==> config.mk <==
export PLATFORM = sky130hd
export DESIGN_NAME = imem_loadable
export DESIGN_NICKNAME = d
export VERILOG_FILES = /design/src/rtl/imem_pkg.sv /design/src/rtl/imem_byte_packer.sv /design/src/rtl/imem_loadable.sv
export SDC_FILE = /design/constraint.sdc
export NUM_CORES = 2
export LEC_CHECK = 0
export CAP_MARGIN = 0
export CORE_ASPECT_RATIO = 2
export CORE_UTILIZATION = 60
export CTS_CLUSTER_SIZE = 28
export DETAILED_ROUTE_END_ITERATION = 8
export HOLD_SLACK_MARGIN = 0.1
export PLACE_DENSITY = 0.77
export SLEW_MARGIN = 20
export SYNTH_ARGS = -nofsm -noshare
export SYNTH_HDL_FRONTEND = slang
export SYNTH_SLANG_ARGS = --single-unit
==> constraint.sdc <==
create_clock -name clk -period 3.8 [get_ports clk]
set_input_delay 0.76 -clock clk [delete_from_list [all_inputs] [get_ports clk]]
set_output_delay 0.76 -clock clk [all_outputs]
set_load 0.01 [all_outputs]
==> src/rtl/imem_pkg.sv <==
// imem_pkg -- shared definitions for the loadable instruction memory.
//   NOP         : instruction returned whenever the fetch is not valid
//   imem_state_e: load state machine encoding (IDLE, LOAD, DONE)
//   idx_width() : word-index width for a given memory depth
package imem_pkg;

  localparam logic [31:0] NOP = 32'h0000_0000;

  typedef enum logic [1:0] {
    IDLE,
    LOAD,
    DONE
  } imem_state_e;

  // ceil(log2(depth)), minimum 1
  function automatic int unsigned idx_width(input int unsigned depth);
    int unsigned w;
    w = 0;
    for (int unsigned i = 0; i < 32; i++) begin
      if ((64'd1 << w) < 64'(depth)) w = w + 1;
    end
    return (w == 0) ? 1 : w;
  endfunction

endpackage

==> src/rtl/imem_byte_packer.sv <==
// imem_byte_packer -- assembles serial load bytes into 32-bit words.
//   clk, rst      : clock, asynchronous active-low reset
//   clear         : drop any partial word and restart at lane 0
//   accept        : data is taken this cycle
//   data, last    : incoming byte and end-of-image qualifier
//   word          : assembled word including the byte taken this cycle,
//                   unfilled lanes zero
//   word_done     : word is complete (4th byte or last) this cycle
module imem_byte_packer #(
  parameter int unsigned BIG_ENDIAN = 1
) (
  input  logic        clk,
  input  logic        rst,
  input  logic        clear,
  input  logic        accept,
  input  logic [7:0]  data,
  input  logic        last,
  output logic [31:0] word,
  output logic        word_done
);

  logic [1:0]  lane;
  logic [31:0] partial;
  logic [4:0]  shamt;

  // Big endian puts lane 0 at [31:24]; little endian at [7:0].
  assign shamt     = (BIG_ENDIAN != 0) ? {~lane, 3'b000} : {lane, 3'b000};
  assign word      = partial | ({24'b0, data} << shamt);
  assign word_done = accept & (last | (lane == 2'd3));

  always_ff @(posedge clk or negedge rst) begin
    if (!rst) begin
      lane    <= '0;
      partial <= '0;
    end else if (clear) begin
      lane    <= '0;
      partial <= '0;
    end else if (accept) begin
      if (word_done) begin
        lane    <= '0;
        partial <= '0;
      end else begin
        lane    <= lane + 2'd1;
        partial <= word;
      end
    end
  end

endmodule

==> src/rtl/imem_loadable.sv <==
// imem_loadable -- run-time loadable instruction memory for the MIPS core.
// Optional feature macro: IMEM_PARITY_EN (per-word even parity + parity_err).
//   clk, rst             : clock, asynchronous active-low reset
//   load_start           : pulse, (re)start a load at word 0
//   load_valid/byte/last : byte-serial load stream, accepted when load_ready
//   load_ready           : load port accepts a byte (state LOAD)
//   load_busy            : load in progress
//   load_done            : image complete, sticky until load_start/reset
//   load_words           : words written by the last/current load
//   pc                   : fetch byte address
//   instr                : combinational instruction at pc (NOP if invalid)
//   instr_valid          : instr comes from loaded memory
//   fetch_fault          : pc misaligned or beyond the loaded image
//   parity_err           : stored parity mismatch (IMEM_PARITY_EN only)
module imem_loadable
  import imem_pkg::*;
#(
  parameter int unsigned DEPTH      = 64,
  parameter int unsigned PC_W       = 32,
  parameter int unsigned BIG_ENDIAN = 1
) (
  input  logic                       clk,
  input  logic                       rst,
  input  logic                       load_start,
  input  logic                       load_valid,
  input  logic [7:0]                 load_byte,
  input  logic                       load_last,
  output logic                       load_ready,
  output logic                       load_busy,
  output logic                       load_done,
  output logic [idx_width(DEPTH):0]  load_words,
  input  logic [PC_W-1:0]            pc,
  output logic [31:0]                instr,
  output logic                       instr_valid,
  output logic                       fetch_fault
`ifdef IMEM_PARITY_EN
  ,
  output logic                       parity_err
`endif
);

  localparam int unsigned IDX_W = idx_width(DEPTH);
  localparam int unsigned WC_W  = IDX_W + 1;

  imem_state_e        state;
  logic               accept;
  logic               wr_en;
  logic [31:0]        wr_word;
  logic [IDX_W-1:0]   wr_idx;
  logic               last_slot;

  logic [31:0]        mem [DEPTH];
`ifdef IMEM_PARITY_EN
  logic               par_mem [DEPTH];
  logic               rd_par;
`endif

  logic [IDX_W-1:0]   rd_idx;
  logic [31:0]        rd_word;
  logic               aligned;
  logic               in_range;

  // Status flags are pure decodes of the state register.
  assign load_ready = (state == LOAD);
  assign load_busy  = (state == LOAD);
  assign load_done  = (state == DONE);

  // A byte offered together with load_start is dropped.
  assign accept    = load_valid & load_ready & ~load_start;
  assign wr_idx    = load_words[IDX_W-1:0];
  assign last_slot = (load_words == WC_W'(DEPTH - 1));

  imem_byte_packer #(
    .BIG_ENDIAN (BIG_ENDIAN)
  ) u_packer (
    .clk       (clk),
    .rst       (rst),
    .clear     (load_start),
    .accept    (accept),
    .data      (load_byte),
    .last      (load_last),
    .word      (wr_word),
    .word_done (wr_en)
  );

  always_ff @(posedge clk or negedge rst) begin
    if (!rst) begin
      state      <= IDLE;
      load_words <= '0;
    end else if (load_start) begin
      state      <= LOAD;
      load_words <= '0;
    end else if ((state == LOAD) && wr_en) begin
      load_words <= load_words + 1'b1;
      if (load_last || last_slot) state <= DONE;
    end
  end

  // Array is intentionally not reset; load_words == 0 hides stale content.
  always_ff @(posedge clk) begin
    if (wr_en) begin
      mem[wr_idx] <= wr_word;
`ifdef IMEM_PARITY_EN
      par_mem[wr_idx] <= ^wr_word;
`endif
    end
  end

  assign rd_idx   = pc[2 +: IDX_W];
  assign rd_word  = mem[rd_idx];
  assign aligned  = (pc[1:0] == 2'b00);
  assign in_range = ((pc >> 2) < PC_W'(load_words));
`ifdef IMEM_PARITY_EN
  assign rd_par   = par_mem[rd_idx];
`endif

  always_comb begin
    instr       = NOP;
    instr_valid = 1'b0;
    fetch_fault = 1'b0;
`ifdef IMEM_PARITY_EN
    parity_err  = 1'b0;
`endif
    if ((state == LOAD) || (load_words == '0)) begin
      instr = NOP;
    end else if (aligned && in_range) begin
`ifdef IMEM_PARITY_EN
      if ((^rd_word) != rd_par) begin
        parity_err = 1'b1;
      end else begin
        instr       = rd_word;
        instr_valid = 1'b1;
      end
`else
      instr       = rd_word;
      instr_valid = 1'b1;
`endif
    end else begin
      fetch_fault = 1'b1;
    end
  end

endmodule
# [Word level (Yosys, flattened, before mapping)]
# Memory sizes are Yosys's and may differ from the RTL's.
# Cells that the tools add are included.
[totals] mem_count=1 elab_cells=49 mem_bits_rw=2048 in_bits=45 register_bits=43
[classes] shifts=1 add_sub_neg=2 n_eq_ne=4 n_bitwise=7 mux=19 order_cmp=1 n_reduce_logical=10
[mem_list] memory="mem" words=64 word_bits=32 rd=1 rd_ports_with_merged_regs=0 write_ports=1 line="imem_loadable.sv:52" rtl="logic [31:0] mem [DEPTH];"
[ops] op="32-bit 2-to-1 mux" count=5
[ops] op="32-bit OR" count=1
[ops] op="8-bit by 5-bit left shift with 32-bit output" count=1
[ops] op="30-bit by 7-bit less-than comparator with 1-bit output" count=1
[ops] op="7-bit 2-to-1 mux" count=2
[ops] op="2-bit 2-to-1 mux" count=6
[ops] op="7-bit by 1-bit adder with 7-bit output, second input constant" count=1
[ops] op="7-bit by 6-bit equality test with 1-bit output, second input constant" count=1
[ops] op="7-bit zero test" count=1
[ops] op="1-bit 2-to-1 mux" count=6
[ops] op="2-bit nonzero test" count=3
[ops] op="2-bit equality test, second input constant" count=2
[ops] op="1-bit bitwise AND" count=3
[ops] op="2-bit by 1-bit adder with 2-bit output, second input constant" count=1
[ops] op="2-bit by 1-bit equality test with 1-bit output, second input constant" count=1
[ops] op="1-bit logical AND" count=2
[ops] op="2-bit zero test" count=1
[ops] op="1-bit logical OR" count=2
[ops] op="2-bit NOT" count=1
[ops] op="2-bit AND reduction" count=1
[ops] op="1-bit NOT" count=1
[ops] op="1-bit OR" count=1

# [Depth between registers and ports, before layout]
[depth] ltp_word=7 depth_mapped=11 depth_no_buf=7

# [Modules after synthesis]
# From an unflattened synthesis, not the netlist that was laid out.
[hier_totals] cells_unflattened=3580 area_unflattened_um2=81011.4
[modules_own_cells] module="imem_loadable" seq_area_each_um2=61724.2 cells_each=3447 instances=1 area_per_inst_um2=79426.2
[modules_own_cells] module="imem_byte_packer" seq_area_each_um2=850.8 cells_each=133 instances=1 area_per_inst_um2=1585.3

# [Worst setup path after synthesis]
# OpenSTA, ideal clock, no wires.
[synth_path] path_kind="in2reg" startpoint="input port load_start" endpoint="memory mem[57][0], enable pin" slack_ns=0.179 t_required_ns=3.379 setup_ns=0.421 cell_stages=5 n_path_buf=1 arrival_ns=3.200 path_cell_list="nor4bb_1 > and2_1 > clkbuf_1 > nand3_1 > nor2_1"
[synth_between] elab_chain_cells=5
[synth_lines] item="start, declared" line="imem_loadable.sv:24" rtl="input logic load_start,"
[synth_lines] item="1-bit NOT" line="imem_loadable.sv:69" rtl="assign accept = load_valid & load_ready & ~load_start;"
[synth_lines] item="1-bit bitwise AND" line="imem_loadable.sv:69"
[synth_lines] item="1-bit bitwise AND" line="imem_byte_packer.sv:29" rtl="assign word_done = accept & (last | (lane == 2'd3));"
[synth_lines] item="1-bit 2-to-1 mux" line="imem_loadable.sv:101" rtl="if (wr_en) begin"
[synth_lines] item="1-bit 2-to-1 mux (implied by the code)" line="imem_loadable.sv:102" rtl="mem[wr_idx] <= wr_word;"
[synth_lines] item="end, declared" line="imem_loadable.sv:52"
# Every way passes these cells.

# [Worst setup path after layout]
[layout_path] startpoint="input port pc[4]" endpoint="output port instr[22]"
[layout_between] elab_chain_cells=4 elab_cells_between_ends=5 cone_classes="1 x order compare; 2 x mux; 1 x reduce/logical; 1 x memory"
[layout_lines] item="start, declared" line="imem_loadable.sv:32" rtl="input logic [PC_W-1:0] pc,"
[layout_lines] item="30-bit by 7-bit less-than comparator with 1-bit output" line="imem_loadable.sv:112" rtl="assign in_range = ((pc >> 2) < PC_W'(load_words));"
[layout_lines] item="1-bit logical AND" line="imem_loadable.sv:126" rtl="end else if (aligned && in_range) begin"
[layout_lines] item="32-bit 2-to-1 mux (*)" line="imem_loadable.sv:126"
[layout_lines] item="32-bit 2-to-1 mux (*)" line="imem_loadable.sv:124" rtl="if ((state == LOAD) || (load_words == '0)) begin"
[layout_lines] item="end, declared" line="imem_loadable.sv:33" rtl="output logic [31:0] instr,"
# Mark *: on every way between the ends. The rest lies on a longest branch, timed or not.

==> flow_metrics.tcl <==
set metrics [dict create \
    vdd_drop_max_v 0.000312 \
    p_sw_uw 10000 \
    dp_cells 5930 \
    drive_gt1_share_pct 36.1 \
    multi_input_area_um2 18500 \
    relSlewSlack_pct 26.7 \
    critical_path_depth 11 \
    drt_wl_total_mm 255 \
    hold_class "in2async" \
    powerDensity_nw_per_um2 478 \
    crit_path_frequent_cell "buf_4" \
    syn_to_final_growth_pct 18.7 \
    r2r_setup_slack_ns -0.19 \
    cts_root_buffer "clkbuf_16" \
    fmax_ghz 0.240 \
    synthTopCellsByArea "edfxtp_1 (75%), mux4_2 (13%), mux2i_1 (1.8%), dfrtp_1 (1.3%), mux4_1 (0.90%)" \
    cp.arrival_ns 3.40 \
    synth_seq_cells 2091 \
    rsz0062_at_grt "true" \
    cts.sinks 2091 \
    ff_latch_area_um2 62600 \
    clk_latency_ns 0.84 \
    final_util_pct 72.0 \
    cts_inserted_buffers 172 \
    path_cells "buf_8 -> buf_12 -> buf_6 -> nor2b_1 -> buf_4 -> buf_4 -> a22o_1 -> a221oi_1 -> a2111oi_4 -> buf_4 -> buf_6" \
    worstRegToRegCells 29 \
    antenna_found_initial 5 \
    fin_skew_ns 0.0515 \
    rows 190 \
    post_drt_wl_per_cell_um 40.3 \
    viasPerCell 7.26 \
    synth_edf_count 2048 \
    leakage_uw 0.0319 \
    via_count 45900 \
    path_clk_slew_ns 0.06 \
    globalplace.congestion 0.889 \
    seq_power_share_pct 54.8 \
    place_ws_ns -0.914 \
    worst_pin_slew_ns 1.10 \
    coreArea_um2 134000 \
    clkPwrFrac_pct 38.7 \
    synth_seq_area_share_pct 76.8 \
    power_frac_comb_pct 6.5 \
    post-route-drc-count 0 \
    die_w_um 263 \
    start_util_pct 60.7 \
    grt_pass1_vias 47200 \
    nNetsFinal 4518 \
    setup_ws_ns -0.359 \
    grt_max_degree 66 \
    synth_top_area_cell "edfxtp_1" \
    setup_viol 33 \
    num-fill-cells 6949 \
    final.period_utilization_pct 109 \
    crit_family "compound AO/OA/AOI/OAI gates" \
    die_h_um 523 \
    fin_cells 6324 \
    violations "setup timing" \
    power.internal_uw 36200 \
    num_io_pins 89 \
    crit_required_ns 3.04 \
    cpPeakStageDelay_ns 0.84 \
    grt_pass1_wl_mm 350 \
    postPlaceCellArea_um2 89300 \
    first_iter_violations 7174 \
    cp-start-kind "primary input" \
    fin_area_um2 96700 \
    grt-ovfl-total 0 \
    endpoint_kind "output pin" \
    post-route-min-period_ns 4.16 \
    synth_fp_nets 3791 \
    drv_cap 0 \
    syn-cell-area_um2 81500 \
    async_reset_ff_share_pct 2.06 \
    yosysTopAreaCellShare_pct 75.5 \
    ys_types 73 \
    syn_area_per_cell_um2 21.8 \
    cts_tree "done" \
    cp_max_fo 22 \
    syn_inst 3737 \
    port_buffers 88 \
    crit_type "in2out" \
    slowest_stage "a221oi_1" \
    grt_usage_pct 37.3 \
    cp_num_buf_inv 7 \
    dieArea_um2 137000 \
    synth_ff_type "edfxtp_1" \
    place_hpwl_mm 145 \
    dr.pass1.iters 6 \
    yosys_warnings 0 \
    h-tree-depth 4 \
    ant_nets 0 \
    cts_buffer_depth 4 \
    maxSlewViolCount 0 \
    status "finished with violations" \
    swShare_pct 21.7 \
    hold_viol_final 0 \
]
registers in the layout (all words and copies together) (netlist names):
| name | cells |
|---|---|
| load_words | 7 |
| u_packer.partial | 32 |
| state | 2 |
| u_packer.lane | 2 |
| mem | 2048 |
cell families (layout without fill, tap and decap cells):
kind of cell / Yosys count / in the layout / share of synthesized area (%)
and+or+nand+nor: 385 / 385 / 2.14
buffers and inverters: 240 / 1094 / 2.14
other: 0 / 5 / 0
muxes: 661 / 661 / 15.8
adders and majority gates: 9 / 9 / 0.138
AOI/OAI and AO/OA: 348 / 348 / 3.00
xor gates and xnor gates: 3 / 3 / 0.0322
DFF: 2091 / 2091 / 76.8
layer usage:
| layer | track usage [%] | share of wire [%] |
|---|---|---|
| met1 | 42.3 | 28 |
| met2 | 60.9 | 48 |
| met3 | 8.02 | 13 |
| met4 | 31.7 | 10 |
| met5 | 0 | 0.0047 |
worst register-to-register path, delay by kind of cell, from the launching register on:
| family | cells | cell delay (ns) |
|---|---|---|
| AND/OR/NAND/NOR | 1 | 0.07 |
| flip-flops | 1 | 0.42 |
| buffers and inverters | 27 | 3.24 |
| XOR/XNOR | 1 | 0.16 |
cell type report:
| class | count | share of cell area [%] |
|---|---|---|
| multi-input combinational | 1406 | 19.1 |
| tap | 1728 | 2.24 |
| clock inverter | 99 | 1.01 |
| antenna | 5 | 0.0129 |
| timing repair buffer | 755 | 8.12 |
| inverter | 38 | 0.150 |
| clock buffer | 202 | 4.63 |
| sequential | 2091 | 64.7 |
path summary, 6_finish.rpt:
kind | start | endpoint
min in group clk | u_packer.partial[10] | u_packer.partial[10]
max in group asynchronous | rst | load_words[1]
hold / removal | rst | state[0]
setup reg to reg | load_words[6] | load_words[6]
setup / recovery | pc[4] | instr[22]
hold reg to reg | u_packer.partial[10] | u_packer.partial[10]
placed cells by master, fill, tap and decap left out, drive strengths merged, types with 6 or more instances in the layout:
cell type | synthesis | routed
nor2b | 15 | 15
nor4 | 14 | 14
mux2 | 27 | 27
o221ai | 14 | 14
clkinvlp | 0 | 13
nor3 | 20 | 20
or2 | 7 | 7
a22oi | 40 | 40
nor2 | 140 | 140
nand2b | 10 | 10
nand3 | 32 | 32
a221o | 14 | 14
dfrtp | 43 | 43
o21ai | 57 | 57
and2 | 6 | 6
a31oi | 17 | 17
a221oi | 22 | 22
a21oi | 76 | 76
bufinv | 0 | 17
nand2 | 118 | 118
clkdlybuf4s50 | 0 | 48
ha | 9 | 9
o22ai | 25 | 25
clkbuf | 49 | 202
o211ai | 10 | 10
buf | 152 | 702
inv | 37 | 34
mux2i | 146 | 146
a2111oi | 10 | 10
mux4 | 488 | 488
edfxtp | 2048 | 2048
a21o | 15 | 15
a21boi | 11 | 11
a311oi | 6 | 6
clkinv | 1 | 73
power groups by stage:
stage | Clock (uW) | Combinational, uW | Sequential, uW
after global routing | 18500 | 3060 | 25300
after global placement | 0 | 2600 | 25800
after floorplan | 0 | 1420 | 25800
after CTS | 17800 | 2890 | 25300
final | 17900 | 3030 | 25300
after detailed placement | 0 | 2660 | 25800
synth_stat cells (all sizes together), types with 7 or more instances:
library cell / count
edfxtp: 2048
mux4: 488
buf: 152
mux2i: 146
nor2: 140
nand2: 118
a21oi: 76
o21ai: 57
clkbuf: 49
dfrtp: 43
a22oi: 40
inv: 37
nand3: 32
mux2: 27
o22ai: 25
a221oi: 22
nor3: 20
a31oi: 17
a21o: 15
nor2b: 15
a221o: 14
nor4: 14
o221ai: 14
a21boi: 11
a2111oi: 10
nand2b: 10
o211ai: 10
ha: 9
or2: 7
stage by stage:
stage / power, uW / setup TNS, ns / hold slack (ns)
after floorplan: 27200 / 0 / 0.451
after CTS: 46000 / -0.851 / 0.101
after global routing: 46900 / -7.26 / 0.476
after detailed placement: 28500 / -21.90 / 0.472
final: 46200 / -6.14 / 0.447
after global placement: 28400 / -23.05 / 0.464
timing repair:
action,in CTS,in global routing
pin swaps,30,17
setup buffers,78,6
hold buffers,0,1
resized for setup,319,56
setup endpoints to repair,33,34
hold endpoints to repair,0,18
cloned,5,0
Note: power is estimated with default switching activity, not from simulation.
